File: src/rtl/serial_adder_if.sv
// Request/result bundle for the bit-serial adder: operands and carry-in in, handshake and result out.
// The master side issues start with operands; the slave side (the adder) returns busy/done/sum/cout.
interface serial_adder_if #(
  parameter int WIDTH = 8
);
  logic             start;
  logic [WIDTH-1:0] a;
  logic [WIDTH-1:0] b;
  logic             cin;
  logic             busy;
  logic             done;
  logic [WIDTH-1:0] sum;
  logic             cout;

  modport master (
    output start, a, b, cin,
    input  busy, done, sum, cout
  );

  modport slave (
    input  start, a, b, cin,
    output busy, done, sum, cout
  );
endinterface

File: src/rtl/serial_adder.sv
// Bit-serial WIDTH-bit adder around one full-adder cell; done pulses WIDTH+1 edges after start is taken.
// No backpressure: start is only sampled in IDLE, so back-to-back issue is one per WIDTH+2 cycles.
module serial_adder #(
  parameter int WIDTH = 8
) (
  input logic           clk,
  input logic           rst_n,
  serial_adder_if.slave bus
);
  localparam int CW = $clog2(WIDTH + 1);
  localparam logic [CW-1:0] LAST = CW'(WIDTH - 1);

  typedef enum logic [1:0] {
    IDLE = 2'd0,
    RUN  = 2'd1,
    DONE = 2'd2
  } state_t;

  state_t           state;
  state_t           state_nxt;
  logic             is_busy;
  logic             is_done;

  logic [WIDTH-1:0] sa;
  logic [WIDTH-1:0] sb;
  logic [WIDTH-1:0] acc;
  logic [WIDTH-1:0] acc_nxt;
  logic [WIDTH-1:0] sum_q;
  logic             cout_q;
  logic             c;
  logic [CW-1:0]    cnt;

  logic             fa_sum;
  logic             fa_carry;

  // The single full-adder cell, fed by the operand LSBs and the carry flop.
  assign fa_sum   = sa[0] ^ sb[0] ^ c;
  assign fa_carry = (sa[0] & sb[0]) | (c & (sa[0] ^ sb[0]));
  assign acc_nxt  = (acc >> 1) | (WIDTH'(fa_sum) << (WIDTH - 1));

  always_ff @(posedge clk or negedge rst_n) begin
    if (!rst_n) begin
      state <= IDLE;
    end else begin
      state <= state_nxt;
    end
  end

  always_comb begin
    state_nxt = state;
    is_busy   = 1'b0;
    is_done   = 1'b0;
    case (state)
      IDLE: begin
        if (bus.start) begin
          state_nxt = RUN;
        end
      end
      RUN: begin
        is_busy = 1'b1;
        if (cnt == LAST) begin
          state_nxt = DONE;
        end
      end
      DONE: begin
        is_done   = 1'b1;
        state_nxt = IDLE;
      end
      default: begin
        state_nxt = IDLE;
      end
    endcase
  end

  always_ff @(posedge clk or negedge rst_n) begin
    if (!rst_n) begin
      sa     <= '0;
      sb     <= '0;
      acc    <= '0;
      c      <= 1'b0;
      cnt    <= '0;
      sum_q  <= '0;
      cout_q <= 1'b0;
    end else begin
      case (state)
        IDLE: begin
          if (bus.start) begin
            sa  <= bus.a;
            sb  <= bus.b;
            c   <= bus.cin;
            acc <= '0;
            cnt <= '0;
          end
        end
        RUN: begin
          sa  <= sa >> 1;
          sb  <= sb >> 1;
          acc <= acc_nxt;
          c   <= fa_carry;
          cnt <= cnt + CW'(1);
          // Publish on the last bit so the result appears together with done.
          if (cnt == LAST) begin
            sum_q  <= acc_nxt;
            cout_q <= fa_carry;
          end
        end
        default: begin
        end
      endcase
    end
  end

  assign bus.busy = is_busy;
  assign bus.done = is_done;
  assign bus.sum  = sum_q;
  assign bus.cout = cout_q;
endmodule
File: src/flat_wrapper.sv
// flat-port wrapper written by rule: the top's interface ports become plain ports
module serial_adder_flat 
#(
  parameter int WIDTH = 8
)
  (clk, rst_n, bus_start, bus_a, bus_b, bus_cin, bus_busy, bus_done, bus_sum, bus_cout);
  serial_adder_if #(.WIDTH(WIDTH)) bus_i ();
  input logic clk;
  input logic rst_n;
  input wire logic [$bits(bus_i.start)-1:0] bus_start;
  input wire logic [$bits(bus_i.a)-1:0] bus_a;
  input wire logic [$bits(bus_i.b)-1:0] bus_b;
  input wire logic [$bits(bus_i.cin)-1:0] bus_cin;
  output wire logic [$bits(bus_i.busy)-1:0] bus_busy;
  output wire logic [$bits(bus_i.done)-1:0] bus_done;
  output wire logic [$bits(bus_i.sum)-1:0] bus_sum;
  output wire logic [$bits(bus_i.cout)-1:0] bus_cout;
  assign bus_i.start = bus_start;
  assign bus_i.a = bus_a;
  assign bus_i.b = bus_b;
  assign bus_i.cin = bus_cin;
  assign bus_busy = bus_i.busy;
  assign bus_done = bus_i.done;
  assign bus_sum = bus_i.sum;
  assign bus_cout = bus_i.cout;
  serial_adder #(.WIDTH(WIDTH)) u_core (.clk(clk), .rst_n(rst_n), .bus(bus_i));
endmodule
File: config.mk
export PLATFORM = sky130hd
export DESIGN_NAME = serial_adder_flat
export DESIGN_NICKNAME = d
export VERILOG_FILES = /design/src/rtl/serial_adder_if.sv /design/src/rtl/serial_adder.sv /design/src/flat_wrapper.sv
export SDC_FILE = /design/constraint.sdc
export NUM_CORES = 1
export LEC_CHECK = 0
export ABC_AREA = 1
export CAP_MARGIN = 10
export CORE_MARGIN = 2
export CORE_UTILIZATION = 31
export CTS_CLUSTER_DIAMETER = 200
export DETAILED_ROUTE_END_ITERATION = 10
export SYNTH_ARGS = -nofsm -noshare
export SYNTH_HDL_FRONTEND = slang
export SYNTH_SLANG_ARGS = --single-unit
File: constraint.sdc
create_clock -name clk -period 1.3 [get_ports clk]
set_clock_uncertainty 0.05 [all_clocks]
set_input_delay 0.195 -clock clk [delete_from_list [all_inputs] [get_ports clk]]
set_output_delay 0.195 -clock clk [all_outputs]
set_load 0.01 [all_outputs]
==> results.py <==
metrics = {
    "power_and_ir_drop": {
        "peakVddDrop_mv": 0.7318,
        "clockPowerShare_pct": 20.1,
        "p_switching_w": 0.001895,
        "p_comb_share_pct": 40.6,
        "p_seq_share_pct": 39.3,
        "power.internal_w": 0.003344,
        "p_leak_nw": 1.167,
        "switching_share_pct": 36.17,
        "power_density_nw_per_um2": 2199,
    },
    "logic_synthesis": {
        "synth_cell_types": 19,
        "ys_ff_latch": 39,
        "syn_area_um2": 1710,
        "synth_area_per_cell_um2": 8.955,
        "mappedNetlistNets": 213,
        "syn_inst": 191,
        "ys_seq_area_share_pct": 57.06,
        "synth_warnings": 0,
    },
    "global_route": {
        "grt_pass1_vias": 1373,
        "grt_pass1_wl_um": 6320,
        "grt_start_max_net_pins": 40,
        "gr-total-overflow": 0,
        "antenna_found_initial": 0,
        "grt.total_usage_pct": 13.04,
    },
    "drt": {
        "drc": 0,
        "dr.pass1.iters": 4,
        "viasPerCell": 4.582,
        "num_vias": 1425,
        "drt-initial-drc-count": 140,
        "wl_um": 3861,
        "wire_per_inst_um": 12.41,
        "antenna_left": 0,
    },
    "floorplan": {
        "die_y_um": 78.28,
        "die_area_um2": 6128,
        "pin_count": 31,
        "start_util_pct": 31.64,
        "num_rows": 27,
        "core-area_um2": 5405,
        "dieWidth_um": 78.28,
    },
    "worst_setup_path": {
        "critPathKind": "flip-flop to flip-flop",
        "cp_max_fo": 18,
        "cp-start-kind": "flip-flop",
        "critPathLaunch": "u_core.state[1]",
        "cp.required_ns": 1.43,
        "r2r_start": "u_core.state[1]",
        "slowest_stage": "dfrtp_1",
        "crit_path_frequent_cell": "buf_4",
        "cp_data_arrival_time_ns": 1.43,
        "end_kind": "flip-flop",
        "crit_chain": "inv_2, buf_4, buf_4, nand2_4, nor2_4, buf_12, o21bai_2",
        "slowest_delay_ns": 0.35,
    },
    "placement": {
        "io_buffers": 30,
        "dp_cells": 298,
        "placed_cell_area_um2": 2192,
        "place_congestion": 0.7201,
        "place_hpwl_um": 2412,
    },
    "timing": {
        "worst_slew_pin_slew_ns": 0.2206,
        "fmax_mhz": 770.5,
        "slew_violations": 0,
        "finalHoldViolCount": 0,
        "setup_tns_ns": 0,
        "setup_violations": 0,
        "fin_crit_ns": 1.298,
        "rsz0062_at_grt": "true",
        "fin_crit_sh_pct": 99.84,
        "slew_headroom_pct": 85.29,
    },
    "layout": {
        "drive_gt1_share_pct": 17.15,
        "final_cells": 311,
        "final_area_um2": 2382,
        "n_antenna_cell": 0,
        "syn2layout_area_growth_pct": 39.28,
        "layout_commonest_cell": "nand2_1",
        "nets": 260,
        "nFillCells": 546,
        "final_cell_mix": "nand2_1 (78), nand3_1 (42), dfrtp_1 (39)",
    },
    "clock_network": {
        "clock_path_buffers": 2,
        "clk_latency_ns": 0.29,
        "cts_sinks": 39,
        "clk_pin_slew_ns": 0.08,
        "htree_levels": 2,
        "cts_tree": "yes",
        "cts_root_buffer": "clkbuf_8",
        "cts_made_buffers": 5,
    },
    "job": {
        "maxCapViolCount": 0,
    },
    "run_status": {
        "status": "finished clean",
    },
    "worst_hold_path": {
        "min_path_type": "input port to asynchronous set/reset pin",
    },
}
## area by class of cell
cell class / count / area (um^2) / area share, %
Timing Repair Buffer: 46 / 473.0 / 19.85
Sequential cell: 39 / 975.9 / 40.97
Clock buffer: 6 / 82.58 / 3.466
Inverter: 4 / 17.52 / 0.7353
Tap cell: 72 / 90.09 / 3.782
Multi-Input combinational cell: 142 / 708.2 / 29.73
Clock inverter: 2 / 35.03 / 1.471
## kinds of logic after synthesis
| kind of cell | share of synthesized area, % |
|---|---|
| simple gates | 34.45 |
| compound gates | 1.828 |
| flops | 57.06 |
| fa+ha+maj | 1.902 |
| buf+inv | 4.754 |
## critical path: cells and delay by family, from the launching register on
family | cells | cell delay, ns
compound gates | 1 | 0.18
buf+inv | 4 | 0.45
flops | 1 | 0.35
simple gates | 2 | 0.14
## sequential cells by signal, summed over array words and instances, names as in the netlist
register,count
u_core.acc,7
u_core.bus.cout,1
u_core.bus.sum,8
u_core.c,1
u_core.cnt,4
u_core.sa,8
u_core.sb,8
u_core.state,2
## metal layers
layer | share of wire [%] | vias up | wire [um] | global-route usage (%)
met5 | 0 | - | 0 | 0
met4 | 1.5 | 0 | 58 | 3.684
met3 | 4.0 | 6 | 156 | 3.333
met2 | 49 | 29 | 1889 | 21.12
met1 | 45 | 675 | 1756 | 17.36
li1 | - | 715 | - | -
## cell usage after synthesis (all sizes together)
cell type,instances,area (um^2)
nand2,82,325.3
nand3,44,220.2
dfrtp,39,975.9
buf,8,63.80
nor2,6,37.53
inv,4,17.52
o21ai,3,15.01
a21oi,1,5.000
fa,1,20.02
ha,1,12.51
nand4,1,6.260
o21bai,1,11.26
## timing repair
item	4_1_cts	5_1_grt
hold buffers	1	0
endpoints found under the setup margin	11	26
setup buffers	1	1
pin swaps	2	4
hold endpoints to repair	39	0
gates cloned	0	2
gates resized for setup	17	14
## path summary, 6_finish.rpt
path | to | slack [ns] | cells after the start
worst max-delay path | u_core.state[0] | 0.002 | 7
worst min-delay path | u_core.acc[6] | 0.34 | 3
max in group asynchronous | u_core.sa[7] | 0.67 | 3
worst min register to register | u_core.bus.sum[2] | 0.43 | 2
min in group clk | u_core.sa[7] | 0.39 | 3
worst max register to register | u_core.state[0] | 0.002 | 7
## power by group through the flow
stage / sequential, W / combinational (W) / clock, W
global route: 0.00212 / 0.00238 / 0.00113
detailed placement: 0.00206 / 0.00206 / 0
global placement: 0.00205 / 0.00202 / 0
floorplan: 0.00209 / 0.00118 / 0
CTS: 0.00204 / 0.00197 / 0.00108
finish: 0.00206 / 0.00213 / 0.00105
## stage by stage
stage / hold WS [ns] / total power (W) / setup WS [ns] / util [%]
final: 0.3383 / 0.005239 / 0.002114 / 44.07
after global routing: 0.3753 / 0.005620 / -0.04260 / 44.07
after CTS: 0.3476 / 0.005080 / 0.007204 / 42.66
after detailed placement: 0.1318 / 0.004122 / -0.04465 / 40.56
after global placement: 0.1309 / 0.004069 / -0.06740 / 40.56
after floorplan: -0.1506 / 0.003263 / 0.09890 / -
Power figures use the tool's default switching activity.
